==> config.mk <==
export PLATFORM = sky130hd
export DESIGN_NAME = rv32i_id_stage_hz
export DESIGN_NICKNAME = d
export VERILOG_FILES = /design/src/rtl/rv32i_id_pkg.sv /design/src/rtl/rv32i_fwd_mux.sv /design/src/rtl/rv32i_id_stage_hz.sv
export SDC_FILE = /design/constraint.sdc
export NUM_CORES = 1
export LEC_CHECK = 0
export BUFFER_PORTS_ARGS = -buffer_cell sky130_fd_sc_hd__clkbuf_2
export CAP_MARGIN = 15
export CORE_AREA = 10 10 158 160
export DETAILED_ROUTE_END_ITERATION = 10
export DIE_AREA = 0 0 168 170
export GPL_ROUTABILITY_DRIVEN = 0
export HOLD_SLACK_MARGIN = 0.05
export PLACE_DENSITY_LB_ADDON = 0.2
export SLEW_MARGIN = 20
export SYNTH_ARGS = -nofsm -noshare
export SYNTH_HDL_FRONTEND = slang
export SYNTH_SLANG_ARGS = --single-unit
==> constraint.sdc <==
create_clock -name clk -period 14.2 [get_ports clk]
set_input_delay 1.42 -clock clk [delete_from_list [all_inputs] [get_ports clk]]
set_output_delay 1.42 -clock clk [all_outputs]
set_load 0.05 [all_outputs]
==> src/rtl/rv32i_id_pkg.sv <==
// Shared decode definitions for the RV32I decode stage: opcodes, the NOP word,
// the decode FSM states and the immediate extraction helpers.
package rv32i_id_pkg;

    localparam logic [6:0] OP_LUI    = 7'b0110111;
    localparam logic [6:0] OP_AUIPC  = 7'b0010111;
    localparam logic [6:0] OP_JAL    = 7'b1101111;
    localparam logic [6:0] OP_JALR   = 7'b1100111;
    localparam logic [6:0] OP_BRANCH = 7'b1100011;
    localparam logic [6:0] OP_LOAD   = 7'b0000011;
    localparam logic [6:0] OP_STORE  = 7'b0100011;
    localparam logic [6:0] OP_IMM    = 7'b0010011;
    localparam logic [6:0] OP_OP     = 7'b0110011;
    localparam logic [6:0] OP_SYSTEM = 7'b1110011;

    localparam logic [31:0] NOP = 32'h00000013;

    typedef enum logic [1:0] {
        RUN   = 2'd0,
        FLUSH = 2'd1,
        HALT  = 2'd2
    } id_state_t;

    function automatic logic [31:0] imm_i(input logic [31:0] iw);
        return {{20{iw[31]}}, iw[31:20]};
    endfunction

    function automatic logic [31:0] imm_s(input logic [31:0] iw);
        return {{20{iw[31]}}, iw[31:25], iw[11:7]};
    endfunction

    function automatic logic [31:0] imm_b(input logic [31:0] iw);
        return {{19{iw[31]}}, iw[31], iw[7], iw[30:25], iw[11:8], 1'b0};
    endfunction

    function automatic logic [31:0] imm_u(input logic [31:0] iw);
        return {iw[31:12], 12'h000};
    endfunction

    function automatic logic [31:0] imm_j(input logic [31:0] iw);
        return {{11{iw[31]}}, iw[31], iw[19:12], iw[20], iw[30:21], 1'b0};
    endfunction

endpackage

==> src/rtl/rv32i_fwd_mux.sv <==
// Operand bypass selector: picks the youngest matching writeback source for one
// source register, falling back to the register file; x0 never forwards.
module rv32i_fwd_mux
    import rv32i_id_pkg::*;
#(
    parameter int NUM_FWD = 3,
    parameter int XLEN    = 32
)(
    input  logic [4:0]              i_rs,
    input  logic [XLEN-1:0]         i_rf_data,
    input  logic [NUM_FWD-1:0]      i_fwd_en,
    input  logic [5*NUM_FWD-1:0]    i_fwd_reg,
    input  logic [XLEN*NUM_FWD-1:0] i_fwd_data,
    input  logic [NUM_FWD-1:0]      i_fwd_is_load,
    output logic [XLEN-1:0]         o_data,
    output logic                    o_hit,
    output logic                    o_load_hit
);

    // Walk from oldest to youngest so the lowest matching index wins.
    always_comb begin
        o_data     = i_rf_data;
        o_hit      = 1'b0;
        o_load_hit = 1'b0;
        for (int i = NUM_FWD - 1; i >= 0; i--) begin
            if (i_fwd_en[i] && (i_fwd_reg[i*5 +: 5] == i_rs) && (i_rs != 5'd0)) begin
                o_data     = i_fwd_data[i*XLEN +: XLEN];
                o_hit      = 1'b1;
                o_load_hit = i_fwd_is_load[i];
            end
        end
    end

endmodule

==> src/rtl/rv32i_id_stage_hz.sv <==
// RV32I decode stage: operand bypassing, load-use stall, branch/jump resolution
// in decode with wrong-path squash, and a halt state entered on EBREAK/ECALL.
module rv32i_id_stage_hz
    import rv32i_id_pkg::*;
#(
    parameter int XLEN         = 32,
    parameter int NUM_FWD      = 3,
    parameter int FLUSH_CYCLES = 1
)(
    input  logic                    clk,
    input  logic                    reset,
    input  logic                    valid_in,
    input  logic [31:0]             iw_in,
    input  logic [XLEN-1:0]         pc_in,
    input  logic [XLEN-1:0]         rs1_data_in,
    input  logic [XLEN-1:0]         rs2_data_in,
    input  logic [NUM_FWD-1:0]      fwd_en,
    input  logic [5*NUM_FWD-1:0]    fwd_reg,
    input  logic [XLEN*NUM_FWD-1:0] fwd_data,
    input  logic [NUM_FWD-1:0]      fwd_is_load,
    output logic [4:0]              rs1_reg,
    output logic [4:0]              rs2_reg,
    output logic                    stall_out,
    output logic                    jump_en_out,
    output logic [XLEN-1:0]         jump_addr,
    output logic                    valid_out,
    output logic [31:0]             iw_out,
    output logic [XLEN-1:0]         pc_out,
    output logic [XLEN-1:0]         rs1_data_out,
    output logic [XLEN-1:0]         rs2_data_out,
    output logic [4:0]              wb_reg_out,
    output logic                    wb_en_out,
    output logic                    mem_we_out,
    output logic                    halted
);

    localparam logic [1:0] CNT_INIT = 2'(FLUSH_CYCLES);

    id_state_t       r_state;
    id_state_t       w_state_nxt;
    logic [1:0]      r_flush_cnt;
    logic [1:0]      w_cnt_nxt;

    logic [6:0]      w_opcode;
    logic [2:0]      w_funct3;
    logic [4:0]      w_rd;
    logic [XLEN-1:0] w_rs1_val;
    logic [XLEN-1:0] w_rs2_val;
    logic            w_rs1_hit;
    logic            w_rs2_hit;
    logic            w_rs1_load;
    logic            w_rs2_load;
    logic            w_uses_rs1;
    logic            w_uses_rs2;
    logic            w_load_use;
    logic            w_is_system;
    logic            w_br_cond;
    logic            w_taken;
    logic [XLEN-1:0] w_jalr_sum;
    logic [XLEN-1:0] w_target;
    logic            w_wb_en;
    logic            w_mem_we;
    logic            w_stall;
    logic            w_jump;
    logic            w_issue;

    assign w_opcode = iw_in[6:0];
    assign w_funct3 = iw_in[14:12];
    assign w_rd     = iw_in[11:7];
    assign rs1_reg  = iw_in[19:15];
    assign rs2_reg  = iw_in[24:20];

    rv32i_fwd_mux #(.NUM_FWD(NUM_FWD), .XLEN(XLEN)) u_fwd_rs1 (
        .i_rs          (rs1_reg),
        .i_rf_data     (rs1_data_in),
        .i_fwd_en      (fwd_en),
        .i_fwd_reg     (fwd_reg),
        .i_fwd_data    (fwd_data),
        .i_fwd_is_load (fwd_is_load),
        .o_data        (w_rs1_val),
        .o_hit         (w_rs1_hit),
        .o_load_hit    (w_rs1_load)
    );

    rv32i_fwd_mux #(.NUM_FWD(NUM_FWD), .XLEN(XLEN)) u_fwd_rs2 (
        .i_rs          (rs2_reg),
        .i_rf_data     (rs2_data_in),
        .i_fwd_en      (fwd_en),
        .i_fwd_reg     (fwd_reg),
        .i_fwd_data    (fwd_data),
        .i_fwd_is_load (fwd_is_load),
        .o_data        (w_rs2_val),
        .o_hit         (w_rs2_hit),
        .o_load_hit    (w_rs2_load)
    );

    assign w_uses_rs1  = !(w_opcode inside {OP_LUI, OP_AUIPC, OP_JAL});
    assign w_uses_rs2  = w_opcode inside {OP_BRANCH, OP_STORE, OP_OP};
    assign w_load_use  = valid_in && ((w_uses_rs1 && w_rs1_hit && w_rs1_load) ||
                                      (w_uses_rs2 && w_rs2_hit && w_rs2_load));
    assign w_is_system = (w_opcode == OP_SYSTEM);
    assign w_wb_en     = (w_rd != 5'd0) &&
                         (w_opcode inside {OP_LUI, OP_AUIPC, OP_JAL, OP_JALR, OP_LOAD, OP_IMM, OP_OP});
    assign w_mem_we    = (w_opcode == OP_STORE);

    always_comb begin
        w_br_cond = 1'b0;
        unique case (w_funct3)
            3'b000:  w_br_cond = (w_rs1_val == w_rs2_val);
            3'b001:  w_br_cond = (w_rs1_val != w_rs2_val);
            3'b100:  w_br_cond = ($signed(w_rs1_val) <  $signed(w_rs2_val));
            3'b101:  w_br_cond = ($signed(w_rs1_val) >= $signed(w_rs2_val));
            3'b110:  w_br_cond = (w_rs1_val <  w_rs2_val);
            3'b111:  w_br_cond = (w_rs1_val >= w_rs2_val);
            default: w_br_cond = 1'b0;
        endcase
    end

    assign w_jalr_sum = w_rs1_val + imm_i(iw_in);

    always_comb begin
        w_taken  = 1'b0;
        w_target = '0;
        unique case (w_opcode)
            OP_JAL: begin
                w_taken  = 1'b1;
                w_target = pc_in + imm_j(iw_in);
            end
            OP_JALR: begin
                w_taken  = 1'b1;
                w_target = {w_jalr_sum[XLEN-1:1], 1'b0};
            end
            OP_BRANCH: begin
                w_taken  = w_br_cond;
                w_target = pc_in + imm_b(iw_in);
            end
            default: ;
        endcase
    end

    // Stall outranks redirect; a halting instruction never issues into EX.
    always_comb begin
        w_state_nxt = r_state;
        w_cnt_nxt   = r_flush_cnt;
        w_stall     = 1'b0;
        w_jump      = 1'b0;
        w_issue     = 1'b0;
        unique case (r_state)
            RUN: begin
                if (w_load_use) begin
                    w_stall = 1'b1;
                end else if (valid_in && w_is_system) begin
                    w_state_nxt = HALT;
                end else if (valid_in) begin
                    w_issue = 1'b1;
                    if (w_taken) begin
                        w_jump      = 1'b1;
                        w_state_nxt = FLUSH;
                        w_cnt_nxt   = CNT_INIT;
                    end
                end
            end
            FLUSH: begin
                w_cnt_nxt = r_flush_cnt - 2'd1;
                if (r_flush_cnt <= 2'd1) begin
                    w_state_nxt = RUN;
                end
            end
            HALT: begin
                w_stall = 1'b1;
            end
            default: begin
                w_state_nxt = RUN;
            end
        endcase
    end

    assign stall_out   = w_stall;
    assign jump_en_out = w_jump;
    assign jump_addr   = w_jump ? w_target : '0;

    always_ff @(posedge clk) begin
        if (reset) begin
            r_state      <= RUN;
            r_flush_cnt  <= '0;
            halted       <= 1'b0;
            valid_out    <= 1'b0;
            iw_out       <= NOP;
            pc_out       <= '0;
            rs1_data_out <= '0;
            rs2_data_out <= '0;
            wb_reg_out   <= '0;
            wb_en_out    <= 1'b0;
            mem_we_out   <= 1'b0;
        end else begin
            r_state     <= w_state_nxt;
            r_flush_cnt <= w_cnt_nxt;
            halted      <= (w_state_nxt == HALT);
            valid_out   <= w_issue;
            if (w_issue) begin
                iw_out       <= iw_in;
                pc_out       <= pc_in;
                rs1_data_out <= w_rs1_val;
                rs2_data_out <= w_rs2_val;
                wb_reg_out   <= w_rd;
                wb_en_out    <= w_wb_en;
                mem_we_out   <= w_mem_we;
            end else begin
                iw_out       <= NOP;
                pc_out       <= '0;
                rs1_data_out <= '0;
                rs2_data_out <= '0;
                wb_reg_out   <= '0;
                wb_en_out    <= 1'b0;
                mem_we_out   <= 1'b0;
            end
        end
    end

endmodule

# == Yosys cells after proc, flatten, opt, wreduce, memory -nomap -nowiden ==
# Cells that the tools add are included.
# W data, S select, Z words.
# word_totals
reg_bits,141
out_inout_bits,181
# op_classes
add_sub_neg,4
order_cmp,5
eq_ne,30
muxes,44
n_bitwise,1
n_reduce_logical,33
# ops
cell,n
$mux W32,7
$add A32 B32 Y32,3
$pmux W32 S3,1
$ge A32 B32 Y1,2
$lt A32 B32 Y1,2
$eq A32 B32 Y1,1
$ne A32 B32 Y1,1
$eq A5 B5 Y1,6
$eq A7 B7 Y1 const B,4
$mux W1,22
$eq A7 B6 Y1 const B,3
$logic_and A1 B1 Y1,19
$mux W2,9
$reduce_bool A5 Y1,3
$eq A7 B5 Y1 const B,2
$eq A3 B3 Y1 const B,4
$ne A2 B2 Y1 const B,4
$eq A7 B2 Y1 const B,1
$reduce_bool A7 Y1,1
$pmux W1 S6,1
$pmux W2 S3,1
$reduce_bool A3 Y1,2
$reduce_and A5 Y1,1
$eq A2 B2 Y1 const B,2
other kinds (13),15

# == Logic depth before layout (Yosys ltp) ==
# logic_depth
ltp_word,15
mapped_depth,20
ltp_nobuf,17

# == Cells and area by module ==
# From an unflattened synthesis, not the netlist that was laid out.
# hier_totals
hier_cells,1420
hier_area_um2,11735.0
# modules_own_cells
module,instances,cells_each,area_per_inst_um2,seq_area_each_um2
rv32i_id_stage_hz,1,982,8529.4,2722.6
rv32i_fwd_mux,2,219,1602.8,0.0

# == Worst setup path after synthesis ==
# OpenSTA, ideal clock, no wires.
# synth_path
path_type,input port to output port
start,in iw_in[16]
end,out jump_addr[31]
arrival_time_ns,6.459
path_slack_ns,6.321
cell_stages,20
n_path_buf,4
path_cell_list,clkbuf_1 -> or4_1 -> o211ai_2 -> or2_2 -> buf_2 -> buf_2 -> mux2i_1 -> a211oi_1 -> a21o_1 -> ha_1 -> clkbuf_1 -> nand2_1 -> or3_1 -> nor4_1 -> or3b_2 -> o21ai_1 -> a21oi_1 -> a21oi_1 -> nand3_1 -> a31oi_1
# synth_between
elab_chain_len,15
elab_cells_between_ends,40
classes_between,add/sub: 2; order compare: 4; eq/ne: 5; mux: 18; reduce/logical: 11
# synth_rtl
item,line,rtl
from (decl),rv32i_id_stage_hz.sv:13,"input logic [31:0] iw_in,"
$eq A5 B5 Y1,rv32i_fwd_mux.sv:26,if (i_fwd_en[i] && (i_fwd_reg[i*5 +: 5] == i_rs) && (i_rs != 5'd0)) begin
$logic_and A1 B1 Y1 (2 in series),rv32i_fwd_mux.sv:26,
$mux W32 (2 in series),rv32i_fwd_mux.sv:26,
$mux W32 *,rv32i_fwd_mux.sv:26,
via u_fwd_rs1.o_data[4],rv32i_fwd_mux.sv:15,"output logic [XLEN-1:0] o_data,"
"$ge A32 B32 Y1, or another cell as far along",rv32i_id_stage_hz.sv:114,3'b111: w_br_cond = (w_rs1_val >= w_rs2_val);
$pmux W1 S6,rv32i_id_stage_hz.sv:108,unique case (w_funct3)
$pmux W1 S2,rv32i_id_stage_hz.sv:124,unique case (w_opcode)
$mux W1,rv32i_id_stage_hz.sv:156,if (w_taken) begin
$mux W1,rv32i_id_stage_hz.sv:154,end else if (valid_in) begin
$mux W1,rv32i_id_stage_hz.sv:152,end else if (valid_in && w_is_system) begin
$mux W1,rv32i_id_stage_hz.sv:150,if (w_load_use) begin
$mux W1,rv32i_id_stage_hz.sv:148,unique case (r_state)
$mux W32 *,rv32i_id_stage_hz.sv:180,assign jump_addr = w_jump ? w_target : '0;
to (decl),rv32i_id_stage_hz.sv:25,"output logic [XLEN-1:0] jump_addr,"
# Mark *: on every way through the listed nets, which the timed path passes. The rest lies on a longest branch.

# == Worst setup path in the final report ==
# layout_path
start,in iw_in[17]
end,out jump_addr[28]
# The elaborated chain is that of the path after synthesis.

==> metrics.txt <==
Synth area leader dfxtp_1; synthesized area 10900 um^2; root buffer cell clkbuf_16; total core area about 22000 um^2; Final HPWL DP 35200 um; num rows between 50 and 60; crit path launch type input port; Seq/Total Area, Yosys 25.0%; Clock Latency Late Sink roughly 0.43 ns; most frequent cells in the layout clkbuf_2, nor2_1, dfxtp_1, a21oi_1, ha_1; status finished clean; final net count 2050; die height about 170 um; clk sinks between 100 and 150; reg2reg path depth 5; TritonRoute pass-1 iters 5; Place WS 5.52 ns; # setup viols final 0; Final Total Pwr 1.30 mW; final hold vios 0; Clock transition at path regs 0.06 ns; Area after DPL 13000 um^2; # hold bufs at CTS 0; initial antenna violation count 0; worst min path class reg2reg; Remaining Overflow, GRT 0; H-Tree Depth 4; PD cells ~96 nW/um^2; Synth Warn # 0; crit path kind in2out; Yosys reg bits 136; Final TNS setup 0 ns; Slew @ Worst Pin between 1 and 1.5 ns; Syn Area/Cell 8.06 um^2; R2R Setup Slk 11.35 ns; layout cells sized above 1 ~29%; Detailed Route WL 43300 um; CTS tree done; Initial Util approximately half; setup slack after layout 5.41 ns; Rel. slew slack 31.5%; WL/cell 21.6 um; first-pass GRT wire length about 65000 um; largest net degree at the start of global routing 90; fin crit period 8.79 ns; crit-path max FO 66; top cell type's share of synthesized area between 20% and 30%; via count 11600; FFs w/ async S/R, synth 0%; Post-synth EDFFs 0; TritonCTS buffer count 17; peak supply drop about 0.000074 V; Post-synth top flop dfxtp_1; period utilization 61.9%; most common cell after layout, fill and taps aside clkbuf_2; number of max-cap violations 0; vias per std cell 5.81; Max Clock Skew 0.00786 ns; Total GRT Usage 28.6%; Area Overhead vs Synth 24.7%; die width 168 um; RSZ-0062 raised after global routing false; # port buffers 428; syn nets 1692; Placed Cells 1969; die area 28600 um^2; hold path cells 2; 1st-iter DRT viols between 900 and 1000; maximum clock path buffer count 2; post_cts resized 0; Worst EP arrival between 7 and 8 ns; antenna viol nets, final 0; fin. max-slew vios 0; fmax between 0.1 and 0.15 GHz; I/O pins 429; Util after Layout 62.5%; Worst EP required 12.78 ns; final hold slack 0.504 ns; Synth area leaders dfxtp_1, ha_1, mux2i_1; post-route cell area 13600 um^2; Netlist cell types 76; non-filler cells in the finished layout around 2000; CP Capture Type output port; Synth Instances 1350; number of setup buffers added after CTS 0; # DRC 0; Leak 6.53 nW; vias in the first global route between 10000 and 15000
state kept, by name, summed over array words and instances, names as in the netlist:
name and count:
iw_out 32, pc_out 32, rs1_data_out 32, rs2_data_out 32, r_flush_cnt 2, r_state 2
halted 1, mem_we_out 1, valid_out 1, wb_en_out 1
synth_stat cells, types with 4 or more instances:
cell type and n:
or2_2 8, mux2_2 5, a211oi_1 69, a21oi_1 112, o211ai_1 9, o21bai_1 8
and2_1 90, o221ai_1 4, and3_1 7, o31ai_1 6, dfxtp_1 136, nor3_1 24
buf_4 18, a22oi_1 21, nand2b_1 12, ha_1 92, buf_1 13, xnor2_1 58
a211o_1 6, nor2_1 155, a31oi_1 13, nand4_1 16, o21ai_0 28, and4_1 5
nor2b_1 14, nand3_1 25, clkbuf_2 9, or3_1 15, clkbuf_1 43, o2111ai_1 5
nand2_1 59, o21a_1 8, inv_1 22, buf_2 12, a221oi_1 5, mux2i_1 68
a21o_1 62, xor2_1 24, nor4_1 6
final cells by class:
class                           count  area [um^2]
Inverter                           23         87.6
Tap cell                          280          350
Multi-Input combinational cell   1094         7620
Timing Repair Buffer              436         2200
Clock buffer                       18          439
Sequential cell                   136         2720
Antenna cell                        1         2.50
Clock inverter                     14          140
Fill cell                        1962         8130
power breakdown:
part           total (mW)  leakage, nW  switching (mW)  internal [mW]
registers           0.405         1.12         0.00600          0.399
clock network       0.443        0.279           0.193          0.250
logic               0.452         5.14           0.288          0.164
total                1.30         6.53           0.487          0.814
kinds of logic (layout without fill, tap and decap cells):
logic type      after synthesis  in the layout  synth area share, %
compound gates              391            391                 24.4
xor+xnor                     82             82                 6.60
fa+ha+maj                    94             94                 10.9
buf+inv                     120            491                 5.15
flops                       136            136                 25.0
mux                          73             73                 6.77
other cells                   0              1                    0
simple gates                454            454                 21.1
critical path, stage by stage:
cell	delay, ns
clkbuf_2	0.19
or4_1	0.60
o211ai_1	0.25
or2_2	0.15
buf_4	0.51
nor2_1	0.08
a211oi_1	0.23
a21o_1	0.16
ha_1	0.26
a21o_1	0.18
a221o_1	0.32
a221oi_1	0.58
o22ai_1	0.16
a211o_1	0.30
o311ai_1	0.49
nand3_2	0.68
o21ba_2	0.48
clkbuf_2	0.27
final timing paths:
| kind | startpoint | endpoint |
|---|---|---|
| setup / recovery | iw_in[17] | jump_addr[28] |
| hold / removal | r_flush_cnt[1] | r_state[0] |
| setup reg to reg | r_state[0] | pc_out[10] |
| hold reg to reg | r_flush_cnt[1] | r_state[0] |
per-layer routing:
layer / share of wire [%] / vias up / track usage (%)
li1: - / 5629 / -
met1: 40 / 5447 / 33.6
met2: 51 / 481 / 50.4
met3: 7.0 / 71 / 6.84
met4: 2.3 / 0 / 8.52
met5: 0 / - / 0
(Power assumes the default switching activity.)
